[src/rtl/pcpi_simd8_pkg.sv]
// Shared constants, FSM state type and the single-cycle lane ALU for the
// packed 4x8-bit PCPI SIMD coprocessor.
package pcpi_simd8_pkg;

  localparam logic [6:0] OPCODE_CUSTOM_DEF = 7'b0001011;
  localparam logic [6:0] FUNCT7_SIMD       = 7'b0000000;

  localparam logic [2:0] VADD8  = 3'b000;
  localparam logic [2:0] VSUB8  = 3'b001;
  localparam logic [2:0] VMAX8U = 3'b010;
  localparam logic [2:0] VDOT8  = 3'b011;
  localparam logic [2:0] VSAD8  = 3'b100;

  localparam int LANES  = 4;
  localparam int LANE_W = 8;

  typedef enum logic [1:0] {S_IDLE, S_BUSY, S_DONE, S_COOL} state_e;

  // Lane-parallel ops; carries never cross lane boundaries.
  function automatic logic [31:0] simd_alu(input logic [2:0] f3,
                                           input logic [31:0] a,
                                           input logic [31:0] b);
    logic [31:0] r;
    r = '0;
    for (int i = 0; i < LANES; i++) begin
      unique case (f3)
        VADD8:  r[i*LANE_W +: LANE_W] = a[i*LANE_W +: LANE_W] + b[i*LANE_W +: LANE_W];
        VSUB8:  r[i*LANE_W +: LANE_W] = a[i*LANE_W +: LANE_W] - b[i*LANE_W +: LANE_W];
        VMAX8U: r[i*LANE_W +: LANE_W] = (a[i*LANE_W +: LANE_W] > b[i*LANE_W +: LANE_W]) ?
                                        a[i*LANE_W +: LANE_W] : b[i*LANE_W +: LANE_W];
        default: r[i*LANE_W +: LANE_W] = '0;
      endcase
    end
    return r;
  endfunction

endpackage

[src/rtl/pcpi_simd8_mac.sv]
// One serial lane step: select a byte lane of each operand and add either the
// signed product or the unsigned absolute difference to the accumulator.
module pcpi_simd8_mac
  import pcpi_simd8_pkg::*;
(
  input  logic [31:0] rs1,
  input  logic [31:0] rs2,
  input  logic [1:0]  lane,
  input  logic        dot,
  input  logic [31:0] acc,
  output logic [31:0] acc_next
);

  logic [LANE_W-1:0] a, b, ad;
  logic signed [15:0] prod;
  logic [31:0]        step;

  assign a    = rs1[lane*LANE_W +: LANE_W];
  assign b    = rs2[lane*LANE_W +: LANE_W];
  assign prod = $signed(a) * $signed(b);
  assign ad   = (a >= b) ? (a - b) : (b - a);

  // Product is sign-extended so the 32-bit sum stays two's complement.
  assign step     = dot ? {{16{prod[15]}}, prod} : {24'd0, ad};
  assign acc_next = acc + step;

endmodule

[src/rtl/pcpi_simd8.sv]
// PCPI coprocessor for packed 4x8-bit SIMD ops: add/sub/umax complete in one
// cycle, dot-product and SAD fold one lane per cycle through the MAC.
module pcpi_simd8
  import pcpi_simd8_pkg::*;
#(
  parameter logic [6:0] OPCODE_CUSTOM       = OPCODE_CUSTOM_DEF,
  parameter int         MAC_LANES_PER_CYCLE = 1
) (
  input  logic        clk,
  input  logic        resetn,
  input  logic        pcpi_valid,
  input  logic [31:0] pcpi_insn,
  input  logic [31:0] pcpi_rs1,
  input  logic [31:0] pcpi_rs2,
  output logic        pcpi_wr,
  output logic [31:0] pcpi_rd,
  output logic        pcpi_wait,
  output logic        pcpi_ready
);

  state_e      state;
  logic [1:0]  cnt;
  logic [31:0] acc, acc_next;
  logic        op_dot;
  logic [2:0]  f3;
  logic        claim, serial;
  logic        unused_insn;

  assign f3          = pcpi_insn[14:12];
  assign claim       = pcpi_valid && (pcpi_insn[6:0] == OPCODE_CUSTOM) &&
                       (pcpi_insn[31:25] == FUNCT7_SIMD) && (f3 <= VSAD8);
  assign serial      = (f3 == VDOT8) || (f3 == VSAD8);
  assign unused_insn = ^{pcpi_insn[24:15], pcpi_insn[11:7]};

  pcpi_simd8_mac u_mac (
    .rs1      (pcpi_rs1),
    .rs2      (pcpi_rs2),
    .lane     (cnt),
    .dot      (op_dot),
    .acc      (acc),
    .acc_next (acc_next)
  );

  always_ff @(posedge clk or negedge resetn) begin
    if (!resetn) begin
      state      <= S_IDLE;
      cnt        <= '0;
      acc        <= '0;
      op_dot     <= 1'b0;
      pcpi_wr    <= 1'b0;
      pcpi_rd    <= '0;
      pcpi_wait  <= 1'b0;
      pcpi_ready <= 1'b0;
    end else begin
      pcpi_wr    <= 1'b0;
      pcpi_rd    <= '0;
      pcpi_ready <= 1'b0;
      unique case (state)
        S_IDLE: if (claim) begin
          if (serial) begin
            state     <= S_BUSY;
            cnt       <= '0;
            acc       <= '0;
            op_dot    <= (f3 == VDOT8);
            pcpi_wait <= 1'b1;
          end else begin
            state      <= S_DONE;
            pcpi_ready <= 1'b1;
            pcpi_wr    <= 1'b1;
            pcpi_rd    <= simd_alu(f3, pcpi_rs1, pcpi_rs2);
          end
        end
        S_BUSY: begin
          // Core withdrawing the instruction wins over finishing the last lane.
          if (!pcpi_valid) begin
            state     <= S_IDLE;
            cnt       <= '0;
            acc       <= '0;
            pcpi_wait <= 1'b0;
          end else if (cnt == 2'(LANES - 1)) begin
            state      <= S_DONE;
            cnt        <= '0;
            acc        <= '0;
            pcpi_wait  <= 1'b0;
            pcpi_ready <= 1'b1;
            pcpi_wr    <= 1'b1;
            pcpi_rd    <= acc_next;
          end else begin
            cnt <= cnt + 2'(MAC_LANES_PER_CYCLE);
            acc <= acc_next;
          end
        end
        S_DONE: state <= S_COOL;
        // One dead cycle so a valid still held from the finished insn is not re-claimed.
        S_COOL: state <= S_IDLE;
        default: state <= S_IDLE;
      endcase
    end
  end

endmodule
[config.mk]
export PLATFORM = sky130hd
export DESIGN_NAME = pcpi_simd8
export DESIGN_NICKNAME = d
export VERILOG_FILES = /design/src/rtl/pcpi_simd8_pkg.sv /design/src/rtl/pcpi_simd8_mac.sv /design/src/rtl/pcpi_simd8.sv
export SDC_FILE = /design/constraint.sdc
export NUM_CORES = 1
export LEC_CHECK = 0
export ABC_CLOCK_PERIOD_IN_PS = 10000
export BUFFER_PORTS_ARGS = -buffer_cell sky130_fd_sc_hd__buf_2
export CAP_MARGIN = 20
export CORE_UTILIZATION = 45
export CTS_CLUSTER_DIAMETER = 100
export DETAILED_ROUTE_END_ITERATION = 16
export PLACE_DENSITY = 0.7
export SLEW_MARGIN = 20
export SYNTH_ARGS = -nofsm -noshare
export SYNTH_HDL_FRONTEND = slang
export SYNTH_HIERARCHICAL = 1
export SYNTH_SLANG_ARGS = --single-unit
[constraint.sdc]
create_clock -name clk -period 10 [get_ports clk]
set_clock_uncertainty 0.1 [all_clocks]
set_input_delay 2 -clock clk [delete_from_list [all_inputs] [get_ports clk]]
set_output_delay 2 -clock clk [all_outputs]
set_load 0.01 [all_outputs]
# --- Word-level counts from Yosys, hierarchy flattened ---
# Cells that the tools add are included.
word_totals:
  n_memories: 0
  mem_bits_rw: 0
  out_inout_bits: 35
  rom_bits: 0
  register_bits: 71
  word_cells: 92
  input_bits: 99
  latch_bits: 0
op_classes:
  n_lt_le_gt_ge: 6
  addsub: 12
  n_eq_ne: 12
  shift: 2
  mux: 40
  reduce_logical: 12
  bitwise_logic: 0
  n_mul: 1
  div_mod_pow: 0
op_table:
  columns: ["op", "count"]
  rows:
  - ["32-bit 2-to-1 mux", 9]
  - ["32-bit case mux with 2 select lines", 2]
  - ["8-bit case mux with 3 select lines", 4]
  - ["32-bit by 6-bit indexed part select with 8-bit output", 2]
  - ["8-bit subtractor", 6]
  - ["8-bit 2-to-1 mux", 5]
  - ["32-bit adder", 1]
  - ["8-bit adder", 4]
  - ["8-bit greater-than comparator", 4]
  - ["8-bit by 8-bit multiplier with 16-bit output", 1]
  - ["2-bit 2-to-1 mux", 8]
  - ["8-bit >= comparator", 1]
  - ["1-bit 2-to-1 mux", 8]
  - ["2-bit case mux with 4 select lines", 1]
  - ["7-bit by 4-bit equality test with 1-bit output, second input constant", 1]
  - ["7-bit logical NOT", 1]
  - ["2-bit equality test, second input constant", 3]
  - ["3-bit by 2-bit equality test with 1-bit output, second input constant", 2]
  - ["3-bit AND reduction", 2]
  - ["2-bit inequality test, second input constant", 2]
  - ["1-bit case mux with 2 select lines", 2]
  - ["2-bit case mux with 2 select lines", 1]
  - ["4-bit AND reduction", 1]
  - ["3-bit by 1-bit equality test with 1-bit output, second input constant", 1]
  - ["other kinds (11)", 13]

# --- Longest topological paths before layout ---
logic_depth:
  word_depth: 8
  mapped_depth: 35
  depth_no_buf: 33

# --- Modules after synthesis ---
# Netlist, hierarchy kept.
by_module_without_submodules:
  columns: ["mod", "area_per_inst_um2", "seq_area_each_um2", "cells_each", "n_inst"]
  rows:
  - ["pcpi_simd8", 5870.6, 1776.7, 655, 1]
  - ["pcpi_simd8_mac", 5031.1, 0.0, 608, 1]

# --- Least setup slack after synthesis ---
# Ideal clock, no wire load.
synth_timing:
  kind: "input port to flip-flop"
  start: "input pcpi_rs1[14]"
  end: "register pcpi_rd[23]"
  path_stages: 30
  t_arrival_ns: 8.222
  setup_slack_ns: 1.552
  path_buffers: 0
  required_ns: 9.774
  setup_ns: 0.126
  cell_sequence: "mux4_1 > inv_1 > nor2_1 > fa_1 > inv_1 > fa_1 > inv_1 > fa_1 > inv_1 > fa_1 > inv_1 > ha_1 > a21oi_1 > o21ai_0 > a21oi_1 > o21bai_1 > a21oi_1 > xnor2_1 > and2_1 > ha_1 > a21o_1 > a21o_1 > a221oi_1 > nand2_1 > a21oi_1 > o211ai_1 > a21oi_1 > xnor2_1 > a32oi_1 > o21ai_1"
synth_via:
  elab_chain_cells: 8
  word_cells_on_any_way: 11
  cone_classes: "add/sub (3); mul (1); order compare (1); shift (1); mux (5)"
synth_lines:
  columns: ["element", "line_no", "text"]
  rows:
  - ["start: declaration", "pcpi_simd8.sv:13", "input logic [31:0] pcpi_rs1,"]
  - ["32-bit by 6-bit indexed part select with 8-bit output (*)", "pcpi_simd8_mac.sv:18", "assign a = rs1[lane*LANE_W +: LANE_W];"]
  - ["parallel branches: the longest is 2 deep, another holds 8-bit by 8-bit multiplier with 16-bit output", null, null]
  - ["32-bit 2-to-1 mux (*)", "pcpi_simd8_mac.sv:24", "assign step = dot ? {{16{prod[15]}}, prod} : {24'd0, ad};"]
  - ["32-bit adder (*)", "pcpi_simd8_mac.sv:25", "assign acc_next = acc + step;"]
  - ["via acc_next[23]", "pcpi_simd8.sv:23", "logic [31:0] acc, acc_next;"]
  - ["32-bit 2-to-1 mux (*)", "pcpi_simd8.sv:80", "end else if (cnt == 2'(LANES - 1)) begin"]
  - ["32-bit 2-to-1 mux (*)", "pcpi_simd8.sv:75", "if (!pcpi_valid) begin"]
  - ["32-bit case mux with 2 select lines (*)", "pcpi_simd8.sv:58", "unique case (state)"]
  - ["end signal: assignment", "pcpi_simd8.sv:70", "pcpi_rd <= simd_alu(f3, pcpi_rs1, pcpi_rs2);"]
  - ["end signal: assignment", "pcpi_simd8.sv:87", "pcpi_rd <= acc_next;"]
  - ["end: declaration", "pcpi_simd8.sv:16", "output logic [31:0] pcpi_rd,"]
# Mark *: on every way through the listed nets, which the timed path passes.
# A chain may end at the register's enable or synchronous reset.

# --- Worst setup path in the final report ---
layout_timing:
  start: "input pcpi_rs1[14]"
  end: "register pcpi_rd[26]"
# The elaborated chain is that of the path after synthesis.

==> run metrics <==
final worst-path cycle share 93.5%; drt pass-1 iters 6; Syn Nets approximately 1600; largest family of logic cells by synthesized area adder cells; CP max stage delay ~730 ps; crit path launch type input pin; GRT overflow 0; fin crit period a little over 9000 ps; Total Routing Usage GR between 20% and 30%; CTS Buf Count 9; CP Capture Type flop; # resized after CTS 0; status complete, no violations; post-synth top area share between 10% and 20%; Worst Path Arrival ~9500 ps; max-cap viol count 0; Primary FF master, synth dfrtp_1; Setup TNS 0 ps; vias in the first global route between 9000 and 10000; Fin. Hold Viols 0; FFs w/ async S/R, synth 100%; Synth Instances between 1000 and 1500; Core Region ~24000 um2; Vert. Die Dim between 150 and 200 um; initial antenna violation count 2; leading area contributor after synthesis ha_1; CTS Root Cell clkbuf_16; FF+latch count, synth 71; Clock Tree Buf Depth 2; Avg Vias per Cell 5.78; Crit-path slowest cell mux4_1; Final ANT Viol Nets 0; I/O pins about 130; Post-synth top cells 161 x inv_1, 144 x ha_1, 101 x a21oi_1; Starting Density 46.2%; Synth area leaders ha_1 17%, dfrtp_1 16%, fa_1 12%; final WL 32.1 mm; share of layout cells above drive strength 1 between 10% and 20%; Net count, final 1662; clk slew on worst S/H paths 60 ps; final setup fails 0; Setup CP Type in2reg; Mapped Area about 11000 um2; synth warn 6; post-DR wirelength/cell 19.1 um; DIE AREA approximately 25000 um2; Worst EP required a little over 10000 ps; Hold Path Class reg2reg; Area Overhead vs Synth 10.3%; row cnt 56; first-pass GRT wire length between 50 and 60 mm; relative slew slack just under 30%; sequential cell area fraction in the yosys report about 16%; post-CTS setup buffer count 0; CP max FO 17; Post-Synth Adder-Cell Area between 20 and 30%; Hold Buf Count CTS 0; largest net degree at the start of global routing between 70 and 80; average cell area after synthesis about 8.6 um2; Residual DRC 0; Synth cell types slightly above 70; Synth Area in Simple Gates about an eighth; max-slew violations 0; die width roughly 160 um; Clock Latency Late Sink roughly 360 ps; most frequent cell after synthesis inv_1; Initial DRC Count between 500 and 600; via count between 9000 and 10000; CTS tree done; Port Buf Inserts 118; HPWL Detailed around 26 mm; EDFF count, synth 0; complex-gate fraction of the synthesized area between 20% and 30%; H-tree Lvls 3; fill cell count 2300; crit-path most repeated cell inv_1; RSZ-0062 raised after global routing no; multiplexer area fraction after synthesis between 6 and 7%; fmax 107 MHz; Tightest Pin Transition approximately 1100 ps; Post-Synth XOR/XNOR Area around 6.4%; GPL Wtd Cong 0.994; clock sink total around 70
path summary, 6_finish.rpt:
path	startpoint	to	slack (ps)	cells after the start
max	pcpi_rs1[14]	pcpi_rd[26]	650	30
min	acc[0]	acc[0]	400	1
max reg2reg	cnt[0]	pcpi_rd[26]	1310	28
min reg2reg	acc[0]	acc[0]	400	1
max in group asynchronous	resetn	pcpi_rd[4]	7470	1
min in group asynchronous	resetn	acc[30]	1690	1
cell families (layout without fill, tap and decap cells):
group	Yosys count	count (layout)
AOI/OAI and AO/OA	358	358
and+or+nand+nor	283	283
buffers and inverters	213	308
adders and majority gates	210	210
xor gates and xnor gates	80	80
DFF	71	71
muxes	48	48
other	0	1
cell usage in the layout, fill, tap and decap left out, drive strengths merged, types with 12 or more instances in the layout:
cell | Yosys | routed
inv | 163 | 167
ha | 144 | 144
buf | 13 | 126
a21oi | 103 | 103
nor2 | 93 | 93
o21ai | 74 | 74
dfrtp | 71 | 71
fa | 66 | 66
nand2 | 65 | 65
xnor2 | 53 | 53
a22o | 38 | 38
a21o | 31 | 31
mux2i | 27 | 27
xor2 | 27 | 27
nor3 | 23 | 23
nand2b | 19 | 19
o21bai | 16 | 16
nor2b | 15 | 15
mux4 | 15 | 15
and2 | 14 | 14
a22oi | 12 | 12
registers in the layout, indices dropped and copies added, names as in the netlist:
register / cells
acc: 32
cnt: 2
op_dot: 1
pcpi_rd: 32
pcpi_ready: 1
pcpi_wait: 1
state: 2
per-stage QoR:
step / hold WS, ps / instances / setup slack [ps] / area (um2) / utilization (%)
after floorplan: 372 / 1263 / 1550 / 10900 / -
after global placement: 390 / 1661 / 444 / 11700 / 49.7
after detailed placement: 388 / 1661 / 402 / 11700 / 49.7
after CTS: 410 / 1677 / 709 / 12000 / 50.9
after global routing: 416 / 1677 / 187 / 12000 / 50.9
final: 403 / 1678 / 649 / 12000 / 50.9
metal layers:
metal	vias to the layer above	global-route usage, %	wire length [um]
li1	4590	-	-
met5	-	0	14
met1	4730	34.9	13900
met3	55	3.20	1850
met4	2	9.02	900
met2	319	46.0	15500
area by class of cell:
class                           count  area, um2  share of cell area, %
Sequential cell                    71       1780                   14.8
Tap cell                          319        399                   3.32
Multi-Input combinational cell    979       8280                   68.8
Clock inverter                      7       61.3                  0.510
Inverter                          166        631                   5.24
Timing Repair Buffer              126        653                   5.43
Antenna cell                        1       2.50                 0.0208
Clock buffer                        9        225                   1.87
critical path: cells and delay by family:
| kind | cells | cell delay, ps |
|---|---|---|
| adders and majority gates | 6 | 2500 |
| AOI/OAI and AO/OA | 12 | 2370 |
| and+or+nand+nor | 3 | 780 |
| muxes | 1 | 730 |
| buffers and inverters | 6 | 630 |
| xor gates and xnor gates | 2 | 500 |
Power is not shown: default switching activity piles up to over one toggle a cycle in this logic, so the estimate is an artifact.
